--- config.mk ---
export PLATFORM = sky130hd
export DESIGN_NAME = puf_serializer
export DESIGN_NICKNAME = d
export VERILOG_FILES = /design/src/rtl/puf_serializer.sv
export SDC_FILE = /design/constraint.sdc
export NUM_CORES = 1
export LEC_CHECK = 0
export ABC_AREA = 1
export CAP_MARGIN = 5
export CORE_MARGIN = 5
export CORE_UTILIZATION = 28
export CTS_CLUSTER_SIZE = 20
export DETAILED_ROUTE_END_ITERATION = 6
export GPL_ROUTABILITY_DRIVEN = 0
export PLACE_DENSITY = 0.64
export REMOVE_ABC_BUFFERS = 1
export SLEW_MARGIN = 40
export SYNTH_ARGS = -nofsm -noshare
export SYNTH_HDL_FRONTEND = slang
export SYNTH_SLANG_ARGS = --single-unit
--- constraint.sdc ---
create_clock -name clk -period 1.4 [get_ports clk]
set_input_delay 0.28 -clock clk [delete_from_list [all_inputs] [get_ports clk]]
set_output_delay 0.28 -clock clk [all_outputs]
set_load 0.01 [all_outputs]
--- src/rtl/puf_serializer.sv ---
// puf_serializer: valid/ready loaded PISO that shifts a PUF response out MSB-first, BIT_CYCLES clocks per bit.
// Optional trailing even-parity bit when PUF_SER_PARITY_EN is defined.
module puf_serializer #(
  parameter int WIDTH      = 8,
  parameter int BIT_CYCLES = 1
) (
  input  logic             clk,
  input  logic             rst_n,
  input  logic [WIDTH-1:0] load_data,
  input  logic             load_valid,
  output logic             load_ready,
  output logic             sout,
  output logic             sout_valid,
  output logic             sout_last,
  output logic             busy
);
  localparam int BW = $clog2(WIDTH);
  localparam int DW = $clog2(BIT_CYCLES + 1);
  localparam logic [1:0] S_IDLE  = 2'd0;
  localparam logic [1:0] S_SHIFT = 2'd1;
`ifdef PUF_SER_PARITY_EN
  localparam logic [1:0] S_PARITY = 2'd2;
  logic r_par;
`endif
  logic [1:0]       r_state;
  logic [WIDTH-1:0] r_shift;
  logic [BW-1:0]    r_bit;
  logic [DW-1:0]    r_div;
  logic             w_div_done;
  logic             w_last_bit;
  logic             w_xfer;
  assign w_div_done = r_div == DW'(BIT_CYCLES - 1);
  assign w_last_bit = r_bit == BW'(WIDTH - 1);
  assign busy       = r_state != S_IDLE;
  assign sout_valid = busy;
`ifdef PUF_SER_PARITY_EN
  assign sout_last  = r_state == S_PARITY;
  assign sout       = (r_state == S_SHIFT && r_shift[WIDTH-1]) || (r_state == S_PARITY && r_par);
`else
  assign sout_last  = r_state == S_SHIFT && w_last_bit;
  assign sout       = r_state == S_SHIFT && r_shift[WIDTH-1];
`endif
  // Ready opens in the last cycle of the frame so a new word follows without a gap.
  assign load_ready = r_state == S_IDLE || (sout_last && w_div_done);
  assign w_xfer     = load_valid && load_ready;
  always_ff @(posedge clk or negedge rst_n) begin
    if (!rst_n) begin
      r_state <= S_IDLE;
      r_shift <= '0;
      r_bit   <= '0;
      r_div   <= '0;
`ifdef PUF_SER_PARITY_EN
      r_par   <= 1'b0;
`endif
    end else if (w_xfer) begin
      r_state <= S_SHIFT;
      r_shift <= load_data;
      r_bit   <= '0;
      r_div   <= '0;
`ifdef PUF_SER_PARITY_EN
      r_par   <= ^load_data;
`endif
    end else if (r_state != S_IDLE) begin
      if (!w_div_done) begin
        r_div <= r_div + DW'(1);
      end else begin
        r_div <= '0;
        if (r_state == S_SHIFT && !w_last_bit) begin
          r_shift <= r_shift << 1;
          r_bit   <= r_bit + BW'(1);
        end
`ifdef PUF_SER_PARITY_EN
        else if (r_state == S_SHIFT) begin
          r_state <= S_PARITY;
        end
`endif
        else begin
          r_state <= S_IDLE;
          r_bit   <= '0;
          r_shift <= '0;
        end
      end
    end
  end
endmodule

# After elaboration in Yosys (flattened, before gate mapping)
# Index checks and enable logic that the tools add are counted.
# W data, S select, Z words.
[word_totals]
regBits = 14
output_inout_bits = 5
elab_cells = 38
[classes]
n_addsub = 2
eq_ne = 4
mux = 15
bitwise = 1
reduce_logical = 12
[op_table]
columns = ["cell", "count"]
rows = [
  ["$mux W8", 4],
  ["$mux W3", 4],
  ["$mux W2", 4],
  ["$logic_and A1 B1 Y1", 5],
  ["$reduce_bool A2 Y1", 2],
  ["$add A3 B1 Y3 const B", 1],
  ["$eq A3 B3 Y1 const B", 1],
  ["$mux W1", 3],
  ["$reduce_and A3 Y1", 1],
  ["$eq A2 B1 Y1 const B", 1],
  ["$logic_not A2 Y1", 1],
  ["$ne A2 B1 Y1 const B", 1],
  ["$ne A2 B2 Y1 const B", 1],
  ["$reduce_and A2 Y1", 1],
  ["$add A1 B1 Y1 const B", 1],
  ["$logic_not A1 Y1", 1],
  ["$logic_or A1 B1 Y1", 1],
  ["$not A1 Y1", 1],
]

# Logic depth before layout (Yosys ltp)
[logic_depth]
word_depth = 7
mapped_depth = 6
depth_no_buf = 6

# Worst setup path before layout
# Ideal clock, no wire load.
[synth_timing]
path_type = "register to register"
startpoint = "register r_bit[0]"
endpoint = "register r_shift[1]"
t_arrival_ps = 1123
path_slack_ps = 153
stages_incl_launch_ff = 7
synth_period_minus_slack_ps = 1247
path_cell_list = "dfrtp_1 ha_1 ha_1 inv_2 nand2_2 nand3_1 nand3_1"
[synth_between]
elab_chain_len = 7
[synth_rtl]
columns = ["element", "line_no", "source"]
rows = [
  ["from (decl)", "27", "logic [BW-1:0] r_bit;"],
  ["from (signal assigned)", "70", "r_bit <= r_bit + BW'(1);"],
  ["$eq A3 B3 Y1 *", "33", "assign w_last_bit = r_bit == BW'(WIDTH - 1);"],
  ["$logic_and A1 B1 Y1 *", "40", "assign sout_last = r_state == S_SHIFT && w_last_bit;"],
  ["$logic_and A1 B1 Y1 *", "44", "assign load_ready = r_state == S_IDLE || (sout_last && w_div_done);"],
  ["$logic_or A1 B1 Y1 *", "44", ""],
  ["net load_ready", "11", "output logic load_ready,"],
  ["$logic_and A1 B1 Y1 *", "45", "assign w_xfer = load_valid && load_ready;"],
  ["$ne A2 B1 Y1 (no source line) or $reduce_bool A2 Y1 (tied branches)", "n/a", ""],
  ["$reduce_and A2 Y1 (no source line)", "n/a", ""],
  ["to (signal assigned)", "57", "r_shift <= load_data;"],
  ["to (signal assigned)", "69", "r_shift <= r_shift << 1;"],
  ["to (decl)", "26", "logic [WIDTH-1:0] r_shift;"],
]
# Mark *: on every way through the listed nets, which the timed path passes. The rest lies on a longest branch. The select of a mux whose other input is x is not followed.
# A chain may end at the register's enable or synchronous reset.

# Worst setup path in the final report
[layout_timing]
startpoint = "register r_bit[0]"
endpoint = "output load_ready"
[layout_between]
elab_chain_len = 4
[layout_rtl]
columns = ["element", "line_no"]
rows = [
  ["$eq A3 B3 Y1", "33"],
  ["$logic_and A1 B1 Y1", "40"],
  ["$logic_and A1 B1 Y1", "44"],
  ["$logic_or A1 B1 Y1", "44"],
  ["to (decl)", "11"],
]
# Every way passes these cells.

==> run_results.csv <==
group,metric,value,unit
sta,clock_skew,0.00676,ns
floorplan,initial_core_util,0.292,
yosys,netlist_area,567,um2
yosys,syn_avg_cell_area,8.59,um2
yosys,synth_top_area_cell,"dfrtp_1",
detailed_routing,dr.max_layer_used,"met4",
sta,hold_viol_final,0,
detailed_routing,wire_per_inst,11.0,um
yosys,synthArstFlopShare,1.00,
sta,finalCriticalPeriod,1.51,ns
sta,relSlewSlack,0.826,
final_layout,drive_above_1_share,0.287,
setup_path,critPathTopFamily,"flip-flops",
sta,maxSlewViolCount,0,
yosys,synth_cell_types,12,
sta,tightestPinTransition,0.260,ns
yosys,yosys_warnings,0,
detailed_routing,vias,525,
setup_path,cp-end-kind,"primary output",
cts,root_buffer,"clkbuf_4",
setup_path,crit_path_start_kind,"flip-flop",
final_layout,final_nets,108,
detailed_routing,dr_wl_met2,604,um
setup_path,worst-r2r-setup-slack,0.09,ns
yosys,synth_area_leaders,"dfrtp_1 53%, nand2_1 17%, nand3_1 13%",
yosys,synth_seq_cells,12,
grt,first_global_vias,512,
place,numPortBuffers,15,
grt,grt_pass1_wl,2240,um
final_layout,instances_no_fill,121,
detailed_routing,drt_iter0_drc,7,
detailed_routing,ant_nets,0,
grt,grt_util_all_layers,0.108,
floorplan,coreArea,1940,um2
setup_path,ff2ff_path_depth,6,
final_layout,final_util,0.448,
run,max_cap_violations,0,
sta,setup_viol,2,
setup_path,cp.required,1.12,ns
grt,grt_max_degree,13,
power_and_ir_drop,irDropWorstVdd,722,uV
floorplan,num_rows,16,
floorplan,ios,16,
setup_path,cp.arrival,1.23,ns
floorplan,fp.dieH,55.0,um
cts,clkSinkCount,12,
sta,finalCritPeriodShare,1.08,
cts,clk_pin_slew,0.08,ns
detailed_routing,met1Wirelength,615,um
place,hpwl,911,um
yosys,ys_top_cells_by_count,"25 x nand2_1, 15 x nand3_1, 12 x dfrtp_1",
power_and_ir_drop,powerDensity,1760,nW/um2
yosys,ys_seq_area_frac,0.530,
cts,tritoncts,"done",
yosys,synth_edf_count,0,
power_and_ir_drop,power_leakage,0.430,nW
final_layout,nFillCells,208,
setup_path,cp_cell_sequence,"ha_2, ha_4, inv_2, nand2_2, buf_6",
outcome,status,"finished, violations left",
final_layout,syn_to_final_growth,53.4,%
cts,worstSkewPairLatency,0.28,ns
cts,clockBufferDepth,2,
outcome,violations,"setup timing",
setup_path,cp_max_fo,3,
sta,hold_slack,0.303,ns
setup_path,critPathKind,"flip-flop to primary output",
detailed_routing,wl,1330,um
place,dp.cells,112,
grt,antenna_found_initial,0,
cts,hold_buffers,0,
setup_path,cp_slowest_cell,"dfrtp_1",
setup_path,slowest_delay,0.39,ns
floorplan,fp.dieW,55.0,um
setup_path,path_depth,5,
yosys,synthFlopType,"dfrtp_1",
final_layout,insertedDiodeCount,0,
cts,htree_levels,1,
sta,max_freq,663,MHz
cts,cts_made_buffers,3,
detailed_routing,wl_met3,90,um
sta,rsz0062_at_grt,"yes",
setup_path,cp_num_buf_inv,2,
grt,grt.overflow.total,0,
floorplan,dieArea,3020,um2
yosys,synth_top_area_share,0.530,
sta,fin_ws,-0.108,ns
yosys,syn_inst,66,
detailed_routing,drc,0,
detailed_routing,dr.pass1.iters,4,
detailed_routing,via_per_inst,4.34,
hold_path,hold_path_class,"primary input to asynchronous set/reset pin",
yosys,yosysMostFrequentCell,"nand2_1",
==> final timing paths <==
check | start | endpoint
worst max-delay path | r_bit[0] | load_ready
worst min-delay path | rst_n | r_shift[2]
worst max register to register | r_bit[0] | r_shift[4]
worst min register to register | r_shift[0] | r_shift[0]
max in group asynchronous | rst_n | r_state[0]
min in group clk | r_shift[0] | r_shift[0]
==> final cells by class <==
type | count | area [um2] | area share
Clock buffer | 4 | 36.3 | 0.0417
Inverter | 4 | 15.0 | 0.0173
Multi-Input combinational cell | 47 | 249 | 0.286
Sequential cell | 12 | 302 | 0.347
Tap cell | 27 | 33.8 | 0.0388
Timing Repair Buffer | 27 | 234 | 0.269
==> flip-flops by register name (all words and copies together) (netlist names) <==
| name | count |
|---|---|
| r_shift | 8 |
| r_state | 1 |
| r_bit | 3 |
==> cells by family (layout without fill, tap and decap cells) <==
kind of cell,after synthesis,after routing,synth area share
fa+ha+maj,2,2,0.0441
compound gates,1,1,0.00882
buf+inv,7,35,0.0662
flops,12,12,0.530
simple gates,44,44,0.351
==> cells in the final DEF (no fill, tap or decap), types with 2 or more instances in the layout <==
master           instances
buf_4                   12
clkbuf_4                 3
clkdlybuf4s50_1         10
dfrtp_1                 11
dlygate4sd2_1            2
inv_1                    2
inv_2                    2
nand2_1                 25
nand3_1                 15
nor2_4                   2
==> timing repair <==
item                       in CTS  in global routing
resized for setup              16                  2
setup endpoints to repair      10                 13
buffers inserted                3                  2
pin swaps                       1                  2
gates cloned                    0                  0
==> stage by stage <==
stage	setup TNS, ns	worst slack [ns]	power (W)	area (um2)
3_5_place_dp	-1.04	-0.252	0.00116	781
5_1_grt	-0.338	-0.172	0.00167	870
6_report	-0.215	-0.108	0.00153	870
4_1_cts	-0.242	-0.122	0.00149	848
2_1_floorplan	0	0.149	0.000867	544
3_3_place_gp	-0.704	-0.211	0.00114	781
==> power breakdown <==
group          switching (W)  internal [W]
logic               0.000328      0.000363
registers          0.0000770      0.000481
clock network       0.000119      0.000158
total               0.000524       0.00100
==> worst reg2reg max path: cells and delay by family (launching register included) <==
| kind | cells | cell delay (ns) |
|---|---|---|
| flops | 1 | 0.39 |
| simple gates | 3 | 0.38 |
| fa+ha+maj | 2 | 0.36 |
| buf+inv | 1 | 0.13 |
==> routing by layer <==
metal	up-vias	global-route usage
li1	267	-
met1	231	0.132
met2	23	0.167
met3	4	0.0349
met4	0	0.0607
met5	-	0
(Power assumes the default switching activity.)
==> patch 1 (same settings) <==
`WIDTH`: 8 -> 4.
--- a/src/rtl/puf_serializer.sv
+++ b/src/rtl/puf_serializer.sv
@@ -1,7 +1,7 @@
 // puf_serializer: valid/ready loaded PISO that shifts a PUF response out MSB-first, BIT_CYCLES clocks per bit.
 // Optional trailing even-parity bit when PUF_SER_PARITY_EN is defined.
 module puf_serializer #(
-  parameter int WIDTH      = 8,
+  parameter int WIDTH      = 4,
   parameter int BIT_CYCLES = 1
 ) (
   input  logic             clk,
Interface: changed (resized load_data); port bits go from 16 to 12. The function was not compared with the original's and may differ.
==> patch 1 against the original RTL <==
- clock power shrank 34%
- sequential cell count shrank 5
- synthesized area shrank 39%
- largest power group unchanged
- design area shrank 37%
- sequential power shrank 37%
- critical path depth shrank 1
- register-to-register slack gained 90 ps
- die area shrank 32%
- via count shrank 39%
- setup slack gained 150 ps
- total power shrank 30%
- highest routed layer is now met3
- routed wire length shrank 39%
- core utilization grew 3.1 points
- first-iteration DRC count is the same
==> patch 1: results (changes against the original RTL) <==
\begin{tabular}{lr}
\hline
Metric & Value \\
\hline
\multicolumn{2}{l}{\textbf{Status}} \\
Run status & complete, no violations \\
\multicolumn{2}{l}{\textbf{Power and ir drop}} \\
Reported leakage power & 0.293 nW (-32\%) \\
Switching power share of the total & 36.7\% (+2.3 points) \\
VDD IR-drop max & 0.000942 V (+31\%) \\
Total power after layout & 1.07 mW (-30\%) \\
\multicolumn{2}{l}{\textbf{STA}} \\
Slew @ Worst Pin & 327 ps (+67.5 ps) \\
Worst Skew & 9.02 ps (+2.26 ps) \\
\multicolumn{2}{l}{\textbf{Yosys}} \\
Number of library cell types mapped by synthesis & 13 (+1) \\
Async set-reset flop share out of synthesis & 100\% (unchanged) \\
Cell types with the highest counts after synthesis & 14 x sky130\_fd\_sc\_hd\_\_nand2\_1, 7 x sky130\_fd\_sc\_hd\_\_dfrtp\_1, 4 x sky130\_fd\_sc\_hd\_\_nand3\_1 \\
Sequential cell area fraction in the yosys report & 50.4\% (-2.6 points) \\
Most area-consuming cells after synthesis & sky130\_fd\_sc\_hd\_\_dfrtp\_1 50\%, sky130\_fd\_sc\_hd\_\_nand2\_1 15\%, sky130\_fd\_sc\_hd\_\_nand3\_2 8.6\%, sky130\_fd\_sc\_hd\_\_nand3\_1 5.8\%, sky130\_fd\_sc\_hd\_\_ha\_1 3.6\% \\
\multicolumn{2}{l}{\textbf{GRT}} \\
Pin count of the biggest net entering global routing & 8 (-5) \\
Via count of the first global-routing pass & 301 (-41\%) \\
Initial antenna violation count & 0 (unchanged) \\
Total Routing Usage GR & 9.67\% (-1.2 points) \\
\multicolumn{2}{l}{\textbf{Cells and area}} \\
Share of layout cells above drive strength 1 & 36.7\% (+7.9 points) \\
Fill count & 118 (-43\%) \\
Net count reported at finish & 69 (-36\%) \\
Count of antenna diodes in the layout & 0 (unchanged) \\
Largest registers & r\_shift (4), r\_bit (2), r\_state (1) \\
\multicolumn{2}{l}{\textbf{Placed design}} \\
HPWL after detailed placement & 559 um (-39\%) \\
Dpl cell area & 498 sq um (-36\%) \\
Input/output buffers & 11 (-4) \\
\multicolumn{2}{l}{\textbf{Clock network}} \\
CTS buffer count & 3 (unchanged) \\
Source-to-sink clock delay at the later pin of the worst-skew pair & 250 ps (-30 ps) \\
Clk slew on worst S/H paths & 60 ps (-20 ps) \\
\multicolumn{2}{l}{\textbf{Worst setup path}} \\
Critical R2R Launch & r\_bit[1] \\
Delay contributed by the slowest stage of the critical path & 420 ps (+30 ps) \\
Worst reg2reg endpoint & r\_shift[2] \\
Signal arrival time at the worst endpoint & 1080 ps (-150 ps) \\
Register-to-register path setup slack & 180 ps (+90 ps) \\
\multicolumn{2}{l}{\textbf{Drt}} \\
Detail-routed via count per cell & 4.30 (-0.96\%) \\
DRT Wirelength & 815 um (-39\%) \\
Number of DRC violations after detailed-routing iteration 0 & 7 (unchanged) \\
\hline
\end{tabular}
[patch 1: changes by cell type after synthesis]
cell,before,now
sky130_fd_sc_hd__ha_1,2,1
sky130_fd_sc_hd__nand3_2,0,3
sky130_fd_sc_hd__nand2_1,25,14
sky130_fd_sc_hd__or2_1,0,1
sky130_fd_sc_hd__buf_4,3,1
sky130_fd_sc_hd__or2_2,1,0
sky130_fd_sc_hd__nand3_1,15,4
sky130_fd_sc_hd__dfrtp_1,12,7
[patch 1: power groups by stage]
stage	sequential, mW	clock [mW]	combinational (mW)
3_3_place_gp	0.340	0	0.485
6_report	0.352	0.184	0.530
2_1_floorplan	0.343	0	0.242
5_1_grt	0.364	0.202	0.587
3_5_place_dp	0.342	0	0.485
4_1_cts	0.333	0.186	0.500
[patch 1: critical path: cells and delay by family (launching register included)]
kind,cells,cell delay (ps)
adders and majority gates,1,190
buffers and inverters,2,160
DFF,1,420
and+or+nand+nor,1,60
[patch 1: layout make-up]
cell class | instances | area (sq um) | share of cell area (%)
inverters | 4 | 15.0 | 2.75
well taps | 14 | 17.5 | 3.20
clock buffers | 4 | 26.3 | 4.81
flip-flops and latches | 7 | 176 | 32.3
repair buffers | 18 | 149 | 27.2
multi-input cells | 27 | 163 | 29.7
[patch 1: how the worst max path moves through the flow]
stage                         from         end  depth (start not counted)
after detailed placement  r_bit[0]   sout_last                          4
final                     r_bit[1]   sout_last                          4
after floorplan           r_bit[0]  r_shift[1]                          5
after global placement    r_bit[1]   sout_last                          4
after global routing      r_bit[1]  load_ready                          4
after CTS                 r_bit[1]  load_ready                          4
[patch 1: stage by stage]
| stage | TNS, ps | hold WS, ps | instances | util (%) | setup WS [ps] |
|---|---|---|---|---|---|
| global placement | -110 | 468 | 67 | 43.6 | -51.7 |
| CTS | 0 | 301 | 74 | 47.0 | 59.8 |
| detailed placement | -143 | 470 | 67 | 43.6 | -70.3 |
| finish | 0 | 291 | 74 | 47.9 | 40.3 |
| floorplan | 0 | -15.6 | 38 | - | 347 |
| global route | -4.20 | 317 | 74 | 47.9 | -4.20 |
[patch 1: repair_timing]
action,4_1_cts,5_1_grt
buffers inserted,3,0
pin swaps,1,1
setup endpoints to repair,5,2
gates resized for setup,13,1
endpoints found under the hold margin,0,0
[patch 1: logic make-up after synthesis]
logic type | Yosys count | synth area share (%)
flops | 7 | 50.4
buf+inv | 5 | 6.48
fa+ha+maj | 1 | 3.60
compound gates | 1 | 1.44
simple gates | 25 | 38.1
[patch 1: metal layers]
layer  up-vias  part of all wire [%]  track usage, %  wire (um)
met2        10                    51            15.8        416
met5         -                     0               0          0
met3         0                   5.8            2.39         47
met4         0                     0            5.26          0
li1        165                     -               -          -
met1       143                    43            11.4        351
==> patch 2 (config.mk and constraints unchanged) <==
Made on the original files. Make the reset (`rst_n`) synchronous in one clocked block.
--- a/src/rtl/puf_serializer.sv
+++ b/src/rtl/puf_serializer.sv
@@ -43,7 +43,7 @@
   // Ready opens in the last cycle of the frame so a new word follows without a gap.
   assign load_ready = r_state == S_IDLE || (sout_last && w_div_done);
   assign w_xfer     = load_valid && load_ready;
-  always_ff @(posedge clk or negedge rst_n) begin
+  always_ff @(posedge clk) begin
     if (!rst_n) begin
       r_state <= S_IDLE;
       r_shift <= '0;
Behaviour: differs if rst_n is asserted again (counterexample within 4 cycles, from zero or initial values and one cycle with rst_n low); with rst_n held inactive, the same outputs for 10 cycles.
==> patch 2 against the original RTL <==
- the flow still finishes with violations (negative setup slack)
- sequential cell count is the same
- design area grew 2.0%
- routed wire length up 10%
- synthesized area increased by 15%
- setup slack better by 88 ps
- via count up 20%
- core utilization shrank 4.7 points
- critical path type unchanged
- critical endpoint unchanged
- largest cell class is now multi-input combinational cells
Power is not compared: it rests on default switching activity, and its combinational part moved more than twofold at a synthesized area within 25%.
==> patch 2: results (changes against the original RTL) <==
\begin{tabular}{lr}
\hline
Metric & Value \\
\hline
\multicolumn{2}{l}{\textbf{Drt}} \\
Number of DRC violations after detailed-routing iteration 0 & 8 (+1) \\
Wire length on met2 & 669 um (+11\%) \\
DRT Wirelength & 1.47 mm (+10\%) \\
Met1 wire length & 708 um (+15\%) \\
Via count & 630 (+20\%) \\
Sum of met3 wire segment lengths after detailed routing & 74 um (-18\%) \\
\multicolumn{2}{l}{\textbf{Worst setup path}} \\
Depth of the worst register-to-register path & 7 (+1) \\
Worst reg2reg endpoint & r\_bit[0] \\
Signal arrival time at the worst endpoint & 1140 ps (-90 ps) \\
CP max-delay cell & sky130\_fd\_sc\_hd\_\_dfxtp\_2 \\
Critical R2R Launch & r\_bit[1] \\
Delay contributed by the slowest stage of the critical path & 330 ps (-60 ps) \\
Max FO, Critical Path & 2 (-1) \\
\multicolumn{2}{l}{\textbf{Yosys}} \\
Synth Area in Adders & 3.85\% (-0.57 points) \\
Number of library cell types mapped by synthesis & 16 (+4) \\
Sequential cell area fraction in the yosys report & 36.9\% (-16 points) \\
Cell types with the highest counts after synthesis & 18 x sky130\_fd\_sc\_hd\_\_nand3\_1, 12 x sky130\_fd\_sc\_hd\_\_dfxtp\_1, 11 x sky130\_fd\_sc\_hd\_\_nand2\_1 \\
Async set-reset flop share out of synthesis & 0\% (-100 points) \\
Most common flop cell mapped by yosys & sky130\_fd\_sc\_hd\_\_dfxtp\_1 \\
\multicolumn{2}{l}{\textbf{Status}} \\
Run status & complete, but fails checks \\
Violated checks & negative setup slack \\
\multicolumn{2}{l}{\textbf{STA}} \\
Setup slack after layout & -19.2 ps (+88.4 ps) \\
Worst Skew & 7.61 ps (+0.846 ps) \\
Slew @ Worst Pin & 311 ps (+51.6 ps) \\
Number of failing setup endpoints in the final timing report & 1 (-1) \\
\multicolumn{2}{l}{\textbf{Cells and area}} \\
Net count reported at finish & 121 (+12\%) \\
Share of layout cells above drive strength 1 & 29.2\% (+0.52 points) \\
\multicolumn{2}{l}{\textbf{GRT}} \\
Pin count of the biggest net entering global routing & 15 (+2) \\
First-pass GRT wire length & 2.66 mm (+18\%) \\
Total Routing Usage GR & 9.97\% (-0.85 points) \\
\multicolumn{2}{l}{\textbf{Hold path}} \\
Worst hold path class & flop to flop \\
\multicolumn{2}{l}{\textbf{Placed design}} \\
Worst slack, placed & -181 ps (+71.5 ps) \\
HPWL after detailed placement & 1.08 mm (+19\%) \\
\hline
\end{tabular}
## patch 2: cell types whose count changed in the layout (fill, tap and decap cells not counted), sizes merged, moves of 3 or more
cell,change
a21oi,+12
dfrtp,-12
dfxtp,+12
nand2,-10
inv,+9
o21ai,+6
buf,-5
nand3,+3
## patch 2: how the worst max path moves through the flow
stage / endpoint / slack (ps) / cells after the start
CTS: load_ready / -40 / 5
floorplan: r_bit[0] / 40 / 6
global route: load_ready / -70 / 5
finish: load_ready / -20 / 5
global placement: load_ready / -170 / 5
detailed placement: load_ready / -180 / 5
## patch 2: final cells by class
type                       count  area [sq um]  area share [%]
tap                           28          35.0            3.95
inverter                      13          51.3            5.78
timing repair buffer          22           201            22.7
multi-input combinational     56           330            37.2
sequential                    12           246            27.8
clock buffer                   3          22.5            2.54
## patch 2: per-stage QoR
stage,area [sq um],utilization (%),hold WS [ps],cells
floorplan,597,-,412,81
global placement,827,37.4,453,130
detailed placement,827,37.4,459,130
CTS,881,39.8,505,134
global route,887,40.1,510,134
finish,887,40.1,500,134
## patch 2: repair_timing
item                                    in CTS  in global routing
resized for setup                           20                  1
pin swaps                                    2                  0
setup buffers                                1                  0
endpoints found under the setup margin       6                  2
## patch 2: kinds of logic after synthesis
family | Yosys count
AO/OA/AOI/OAI | 19
adder cells (fa/ha/maj) | 2
buffers and inverters | 18
flip-flops | 12
AND/OR/NAND/NOR | 35
## patch 2: worst max-delay path, delay by kind of cell, from the launching register on
family	cells	cell delay, ps
DFF	1	330
adders and majority gates	2	310
buffers and inverters	2	170
and+or+nand+nor	1	60
## patch 2: per-layer routing
layer	GRT usage, %	up-vias
met3	2.90	2
li1	-	325
met1	12.5	284
met4	3.97	0
met2	16.0	19
met5	0	-
